File: src/rtl/jk_excitation_driver_pkg.sv
// Shared types and constants for the JK excitation driver: FSM states,
// 2-bit {j,k} excitation codes and the retry counter width.
package jk_pkg;

  typedef enum logic [1:0] {
    IDLE  = 2'd0,
    DRIVE = 2'd1,
    CHECK = 2'd2
  } state_t;

  // Excitation codes are packed as {j, k}.
  localparam logic [1:0] JK_HOLD = 2'b00;
  localparam logic [1:0] JK_RST  = 2'b01;
  localparam logic [1:0] JK_SET  = 2'b10;
  localparam logic [1:0] JK_TGL  = 2'b11;

  localparam int RETRY_W = 4;

endpackage

File: src/rtl/jk_excitation_driver_if.sv
// Controller-facing handshake plus JK bank wiring for jk_excitation_driver.
// Handshake: a target transfers on the rising edge where tgt_valid && tgt_ready;
// tgt_ready is low while a transfer is in flight and tgt_valid is then ignored.
interface jk_excitation_driver_if #(
  parameter int N = 4
) ();
  import jk_pkg::*;

  logic [N-1:0]         tgt;
  logic                 tgt_valid;
  logic                 tgt_ready;
  logic [N-1:0]         q_fb;
  logic [N-1:0]         j;
  logic [N-1:0]         k;
  logic                 done;
  logic                 err;
  logic [RETRY_W-1:0]   retry_cnt;
  state_t               state_dbg;

  modport master (
    output tgt, tgt_valid, q_fb,
    input  tgt_ready, j, k, done, err, retry_cnt, state_dbg
  );

  modport slave (
    input  tgt, tgt_valid, q_fb,
    output tgt_ready, j, k, done, err, retry_cnt, state_dbg
  );

endinterface

File: src/rtl/jk_excitation_driver_excite_bit.sv
// Per-bit JK excitation from current Q and target. Set/reset excitation by
// default; with JK_TOGGLE_EN defined, changing bits are toggled with 11.
module jk_excite_bit
  import jk_pkg::*;
(
  input  logic q,
  input  logic tgt,
  output logic j,
  output logic k
);

  logic [1:0] jk;

  always_comb begin
    jk = JK_HOLD;
`ifdef JK_TOGGLE_EN
    if (q != tgt) jk = JK_TGL;
`else
    if (!q && tgt)      jk = JK_SET;
    else if (q && !tgt) jk = JK_RST;
`endif
  end

  assign j = jk[1];
  assign k = jk[0];

endmodule

File: src/rtl/jk_excitation_driver.sv
// Drives an external N-bit JK bank toward a target word, verifies the result and
// retries up to MAX_RETRY times. Optional toggle excitation via JK_TOGGLE_EN.
module jk_excitation_driver
  import jk_pkg::*;
#(
  parameter int N         = 4,
  parameter int MAX_RETRY = 2
) (
  input  logic                 clk,
  input  logic                 reset,
  jk_excitation_driver_if.slave bus
);

  localparam logic [RETRY_W-1:0] MAX_R = RETRY_W'(MAX_RETRY);

  state_t               state_q, state_d;
  logic [N-1:0]         tgt_q, tgt_d;
  logic [RETRY_W-1:0]   retry_q, retry_d;
  logic [N-1:0]         j_q, j_d;
  logic [N-1:0]         k_q, k_d;
  logic [N-1:0]         exc_tgt, exc_j, exc_k;
  logic                 match;
  logic                 done_c, err_c;

  // On accept the capture register is not yet loaded, so excite from the live input.
  assign exc_tgt = (state_q == IDLE) ? bus.tgt : tgt_q;
  assign match   = (bus.q_fb == tgt_q);

  for (genvar i = 0; i < N; i++) begin : g_bit
    jk_excite_bit u_bit (
      .q   (bus.q_fb[i]),
      .tgt (exc_tgt[i]),
      .j   (exc_j[i]),
      .k   (exc_k[i])
    );
  end

  always_comb begin
    state_d = state_q;
    tgt_d   = tgt_q;
    retry_d = retry_q;
    j_d     = '0;
    k_d     = '0;
    done_c  = 1'b0;
    err_c   = 1'b0;
    case (state_q)
      IDLE: begin
        if (bus.tgt_valid) begin
          tgt_d   = bus.tgt;
          retry_d = '0;
          j_d     = exc_j;
          k_d     = exc_k;
          state_d = DRIVE;
        end
      end
      DRIVE: state_d = CHECK;
      CHECK: begin
        if (match) begin
          done_c  = 1'b1;
          state_d = IDLE;
        end else if (retry_q < MAX_R) begin
          retry_d = retry_q + 1'b1;
          j_d     = exc_j;
          k_d     = exc_k;
          state_d = DRIVE;
        end else begin
          err_c   = 1'b1;
          state_d = IDLE;
        end
      end
      default: state_d = IDLE;
    endcase
  end

  always_ff @(posedge clk) begin
    if (reset) begin
      state_q <= IDLE;
      tgt_q   <= '0;
      retry_q <= '0;
      j_q     <= '0;
      k_q     <= '0;
    end else begin
      state_q <= state_d;
      tgt_q   <= tgt_d;
      retry_q <= retry_d;
      j_q     <= j_d;
      k_q     <= k_d;
    end
  end

  assign bus.tgt_ready = (state_q == IDLE);
  assign bus.j         = j_q;
  assign bus.k         = k_q;
  assign bus.done      = done_c;
  assign bus.err       = err_c;
  assign bus.retry_cnt = retry_q;
  assign bus.state_dbg = state_q;

endmodule

File: src/flat_wrapper.sv
// flat-port wrapper written by rule: the top's interface ports become plain ports
module jk_excitation_driver_flat import jk_pkg::*;
#(
  parameter int N         = 4,
  parameter int MAX_RETRY = 2
)
  (clk, reset, bus_tgt, bus_tgt_valid, bus_q_fb, bus_tgt_ready, bus_j, bus_k, bus_done, bus_err, bus_retry_cnt, bus_state_dbg);
  jk_excitation_driver_if #(.N(N)) bus_i ();
  input  logic clk;
  input  logic reset;
  input wire logic [$bits(bus_i.tgt)-1:0] bus_tgt;
  input wire logic [$bits(bus_i.tgt_valid)-1:0] bus_tgt_valid;
  input wire logic [$bits(bus_i.q_fb)-1:0] bus_q_fb;
  output wire logic [$bits(bus_i.tgt_ready)-1:0] bus_tgt_ready;
  output wire logic [$bits(bus_i.j)-1:0] bus_j;
  output wire logic [$bits(bus_i.k)-1:0] bus_k;
  output wire logic [$bits(bus_i.done)-1:0] bus_done;
  output wire logic [$bits(bus_i.err)-1:0] bus_err;
  output wire logic [$bits(bus_i.retry_cnt)-1:0] bus_retry_cnt;
  output wire logic [$bits(bus_i.state_dbg)-1:0] bus_state_dbg;
  assign bus_i.tgt = bus_tgt;
  assign bus_i.tgt_valid = bus_tgt_valid;
  assign bus_i.q_fb = bus_q_fb;
  assign bus_tgt_ready = bus_i.tgt_ready;
  assign bus_j = bus_i.j;
  assign bus_k = bus_i.k;
  assign bus_done = bus_i.done;
  assign bus_err = bus_i.err;
  assign bus_retry_cnt = bus_i.retry_cnt;
  assign bus_state_dbg = bus_i.state_dbg;
  jk_excitation_driver #(.N(N), .MAX_RETRY(MAX_RETRY)) u_core (.clk(clk), .reset(reset), .bus(bus_i));
endmodule
File: config.mk
export PLATFORM = sky130hd
export DESIGN_NAME = jk_excitation_driver_flat
export DESIGN_NICKNAME = d
export VERILOG_FILES = /design/src/rtl/jk_excitation_driver_pkg.sv /design/src/rtl/jk_excitation_driver_if.sv /design/src/rtl/jk_excitation_driver_excite_bit.sv /design/src/rtl/jk_excitation_driver.sv /design/src/flat_wrapper.sv
export SDC_FILE = /design/constraint.sdc
export NUM_CORES = 1
export LEC_CHECK = 0
export CAP_MARGIN = 20
export CORE_MARGIN = 10
export CORE_UTILIZATION = 44
export DETAILED_ROUTE_END_ITERATION = 8
export PLACE_DENSITY = 0.8
export SKIP_CTS_REPAIR_TIMING = 1
export SLEW_MARGIN = 10
export SYNTH_ARGS = -nofsm -noshare
export SYNTH_HDL_FRONTEND = slang
export SYNTH_SLANG_ARGS = --single-unit
File: constraint.sdc
create_clock -name clk -period 3.05 [get_ports clk]
set_input_delay 0.305 -clock clk [delete_from_list [all_inputs] [get_ports clk]]
set_output_delay 0.305 -clock clk [all_outputs]
set_load 0.05 [all_outputs]
# After elaboration in Yosys (flattened, before gate mapping)
# Cells that the tools add are included.
dict set report totals {
  ff_bits 18
  input_bits 11
}
dict set report classes {
  muxes 30
  order_cmp 1
  n_reduce_logical 20
  eq_ne 6
  addsub 1
}
# op count
set ops {}
lappend ops {{two-way mux 4 bit} 10}
lappend ops {{case mux 4 bit (2 select lines)} 3}
lappend ops {{two-way mux 2 bit} 6}
lappend ops {{two-way mux 1 bit} 10}
lappend ops {{logical AND 1 bit} 8}
lappend ops {{zero test 1 bit} 8}
lappend ops {{case mux 2 bit (3 select lines)} 1}
lappend ops {{adder 4 x 1 -> 4 bit (second input constant)} 1}
lappend ops {{equality test 4 bit} 1}
lappend ops {{< comparator 4 x 2 -> 1 bit (second input constant)} 1}
lappend ops {{inequality test 2 bit (second input constant)} 2}
lappend ops {{AND reduction 4 bit} 1}
lappend ops {{equality test 2 x 1 -> 1 bit (second input constant)} 1}
lappend ops {{equality test 2 bit (second input constant)} 1}
lappend ops {{zero test 2 bit} 1}
lappend ops {{inequality test 2 x 1 -> 1 bit (second input constant)} 1}
lappend ops {{AND reduction 2 bit} 1}
lappend ops {{nonzero test 2 bit} 1}

# Longest topological paths before layout
dict set report logic_depth {
  word_depth 9
  depth_mapped 5
  mapped_depth_nobuf 5
}

# By module
# From an unflattened synthesis, not the netlist that was laid out.
dict set report hier_totals {
  hier_cells 81
  hier_area_um2 800.8
}
# module area_each_um2 cells_each n_inst
set modules_own_cells {}
lappend modules_own_cells {jk_excitation_driver 740.7 73 1}
lappend modules_own_cells {jk_excite_bit 15.0 2 4}

# Worst setup path before layout
# No wires, ideal clock.
dict set report synth_timing {
  path_kind {flip-flop to output port}
  from {reg u_core.state_q[1] (netlist: u_core.bus.state_dbg[1])}
  to {out bus_err}
  t_arrival_ns 1.936
  path_buffers 0
  setup_slack_ns 0.809
  stages_incl_launch_ff 3
  required_time_ns 2.745
  cell_sequence {dfxtp_1 -> nand2b_1 -> nor3_1}
}
dict set report synth_between {
  elab_chain_len 2
}
# element line
set synth_lines {}
lappend synth_lines {{from (decl)} jk_excitation_driver.sv:16} ;# state_t state_q, state_d;
lappend synth_lines {{from (signal assigned)} jk_excitation_driver.sv:83} ;# state_q <= state_d;
lappend synth_lines {{equality test 2 bit} jk_excitation_driver.sv:46} ;# case (state_q)
lappend synth_lines {{two-way mux 1 bit} jk_excitation_driver.sv:46}
lappend synth_lines {{to (decl)} flat_wrapper.sv:18} ;# output wire logic [$bits(bus_i.err)-1:0] bus_err;
# No other way between the ends.

# Worst setup path in the final report
dict set report layout_timing {
  from {in bus_q_fb[3]}
  to {out bus_done}
}
dict set report layout_between {
  elab_chain_len 3
}
# element line
set layout_lines {}
lappend layout_lines {{from (decl)} flat_wrapper.sv:13} ;# input wire logic [$bits(bus_i.q_fb)-1:0] bus_q_fb;
lappend layout_lines {{equality test 4 bit} jk_excitation_driver.sv:27} ;# assign match = (bus.q_fb == tgt_q);
lappend layout_lines {{two-way mux 1 bit} jk_excitation_driver.sv:58} ;# if (match) begin
lappend layout_lines {{two-way mux 1 bit} jk_excitation_driver.sv:46}
lappend layout_lines {{to (decl)} flat_wrapper.sv:17} ;# output wire logic [$bits(bus_i.done)-1:0] bus_done;
# No other way between the ends.

==> qor.csv <==
stage,metric,value,unit
status,outcome,"finished, final reports clean",
floorplanning,die_h,60.54,um
pwr,internal-power,0.3640,mW
timing,fmax,405.0,MHz
timing,layout_setup_ws,0.5806,ns
setup_path,end_kind,output port,
timing,hold_viol,0,
setup_path,reg2reg_slack,1.60,ns
finish,diodes,0,
floorplanning,dieArea,0.003665,mm2
synthesis,synth.net_count,87,
setup_path,cp_slowest_cell,clkdlybuf4s50_1,
setup_path,reg2reg_depth,5,
floorplanning,fp-row-count,14,
detailed_routing,drt_first_pass_iters,4,
global_routing,grt_pass1_vias,638,
setup_path,required,2.74,ns
synthesis,synth_top_area_share,49.83,%
timing,min_period_over_period,80.96,%
clocking,clock_tree.root_cell,clkbuf_4,
finish,syn_to_final_growth,44.98,%
finish,nets,118,
setup_path,path_class,input port to output port,
clocking,clkTransAtPathRegs,0.10,ns
setup_path,slowest_delay,0.82,ns
pwr,sw_frac_of_total,28.34,%
timing,fin_worst_skew,0.004081,ns
synthesis,ys_ff_latch,18,
place,globalplace.congestion,0.8096,
global_routing,grt_overflow_total,0,
timing,worst_hold_slack,0.4919,ns
synthesis,syn_avg_cell_area,9.643,um2
place,numPortBuffers,27,
synthesis,synth-seq-area-share,49.83,%
clocking,cts_buffers,3,
floorplanning,die_w,60.54,um
synthesis,synth-main-ff-cell,dfxtp_1,
finish,multi_input_area,349.1,um2
finish,nFillCells,132,
finish,final-seq-area,360.3,um2
clocking,cts_sinks,18,
synthesis,async_flop_share,0,%
timing,tns,0,ns
pwr,pwr-share-clk,28.6,%
flow_run,cap_violations,0,
global_routing,grt_max_degree,12,
finish,drive_gt1_share,9.524,%
pwr,peakVddDrop,281.8,uV
min_path,hold_path_class,register to register,
setup_path,crit_cells,5,
detailed_routing,vias_per_cell,5.207,
clocking,clkLatencyLatePin,0.29,ns
synthesis,synth.distinct_cells,22,
global_routing,gr-usage-all-layers,9.690,%
pwr,switchingPower,0.1439,mW
detailed_routing,wl_per_cell,13.77,um
timing,maxSlewHeadroom,66.39,%
timing,worst_slew_pin_slew,0.5026,ns
pwr,combPwrFrac,21.8,%
detailed_routing,via_count,630,
detailed_routing,drtIter0Drc,18,
global_routing,antenna_found_initial,0,
pwr,total_power,0.5079,mW
setup_path,critPathTopFamily,buffers and inverters,
setup_path,worstSetupEndpoint,bus_done,
detailed_routing,drc,0,
setup_path,arrival,2.16,ns
finish,postLayoutCellArea,0.001049,mm2
timing,rsz0062_at_grt,no,
synthesis,yosys.area.top_type,dfxtp_1,
synthesis,synthCells,75,
setup_path,r2r_end,u_core.bus.k[2],
min_path,worst_hold_startpoint,u_core.bus.retry_cnt[2],
timing,drv_slew,0,
detailed_routing,drtAntennaViolNets,0,
place,post-place-ws,0.5886,ns
finish,layout_common_cells,"clkdlybuf4s50_1, dfxtp_1, nand2_1, a21oi_1, nand3_1",
clocking,clockBufferDepth,2,
detailed_routing,wl,1.666,mm
pwr,power.density,484.4,mW/mm2
synthesis,syn_area,723.2,um2
timing,period_needed,2.469,ns
synthesis,synth_edf_count,0,
timing,finalSetupViolCount,0,
setup_path,crit_path_max_fanout,4,
setup_path,crit_path_start,bus_q_fb[3],
place,dp_hpwl,1.361,mm
floorplanning,initial_core_util,47.45,%
pwr,power.leakage,0.4069,nW
floorplanning,core,0.001524,mm2
clocking,cts_tree,yes,
setup_path,r2r-start,u_core.bus.retry_cnt[1],
finish,layout_commonest_cell,clkdlybuf4s50_1,
floorplanning,io_pins,28,
setup_path,startpoint_type,input port,
global_routing,grt_pass1_wl,2.753,mm
synthesis,synthTopCellsByArea,"dfxtp_1, mux2i_1, a21oi_1, xnor2_1, nand3_1",
synthesis,ys_warn_count,0,
place,post_dp_cell_area,0.001012,mm2
clocking,htree_levels,1,
setup_path,crit_top_cell,clkdlybuf4s50_1,
setup_path,cp_cell_sequence,clkdlybuf4s50_1 -> xnor2_1 -> nand4_1 -> nor2_1 -> clkdlybuf4s50_1,
setup_path,cp.buffers_inverters,2,
pwr,seq_power_share,49.6,%
-- state kept, by name, summed over array words and instances, names as in the netlist --
| name | count |
|---|---|
| u_core.bus.state_dbg | 2 |
| u_core.bus.retry_cnt | 4 |
| u_core.bus.j | 4 |
| u_core.bus.k | 4 |
| u_core.tgt_q | 4 |
-- power groups by stage --
stage,combinational [mW],sequential [mW],clock (mW)
after floorplan,0.0487,0.279,0
after global placement,0.110,0.257,0
after detailed placement,0.111,0.257,0
after CTS,0.111,0.252,0.148
after global routing,0.119,0.253,0.159
final,0.111,0.252,0.145
-- synthesized netlist by cell type, types with 2 or more instances --
cell and number:
and3_1 4, a21oi_1 7, dfxtp_1 18, nor2_1 3, xnor2_1 4, nor3_1 5
nand2_1 8, nor3b_1 2, nand4_1 3, nand3_1 6, mux2i_1 4
-- routing by layer --
metal / track usage [%] / share of wire, % / up-vias
li1: - / - / 330
met1: 10.17 / 42 / 278
met2: 16.18 / 49 / 18
met3: 2.505 / 7.1 / 4
met4: 7.524 / 2.2 / 0
met5: 0 / 0 / -
-- worst min-delay path by stage --
| stage | endpoint | depth (start not counted) |
|---|---|---|
| 3_5_place_dp | u_core.bus.retry_cnt[2] | 2 |
| 3_3_place_gp | u_core.tgt_q[1] | 2 |
| 2_1_floorplan | u_core.bus.j[0] | 1 |
| 5_1_grt | u_core.tgt_q[0] | 2 |
| 4_1_cts | u_core.tgt_q[2] | 2 |
| 6_report | u_core.bus.retry_cnt[2] | 2 |
-- cells by family (layout without fill, tap and decap cells) --
| family | count (synthesis) | count (layout) | share of synthesized area, % |
|---|---|---|---|
| buffers and inverters | 3 | 33 | 1.901 |
| multiplexers | 4 | 4 | 5.537 |
| flip-flops | 18 | 18 | 49.83 |
| AND/OR/NAND/NOR | 35 | 35 | 26.30 |
| XOR/XNOR | 4 | 4 | 4.844 |
| AO/OA/AOI/OAI | 10 | 10 | 9.862 |
| adder cells (fa/ha/maj) | 1 | 1 | 1.730 |
-- tightest hold or removal path, stage by stage (launching register included) --
cell and delay [ns]:
dfxtp_1 0.34, nand2_1 0.06, a21oi_1 0.05
-- layout make-up --
type	count	area share (%)
clock buffer	4	3.461
inverter	1	0.4773
multi-input combinational	54	33.29
sequential	18	34.37
tap	16	1.909
timing repair buffer	28	26.49
-- stage by stage --
stage	util [%]	instances
2_1_floorplan	-	75
3_3_place_gp	66.42	117
3_5_place_dp	66.42	117
4_1_cts	68.80	121
5_1_grt	68.80	121
6_report	68.80	121
(Power assumes the default switching activity.)
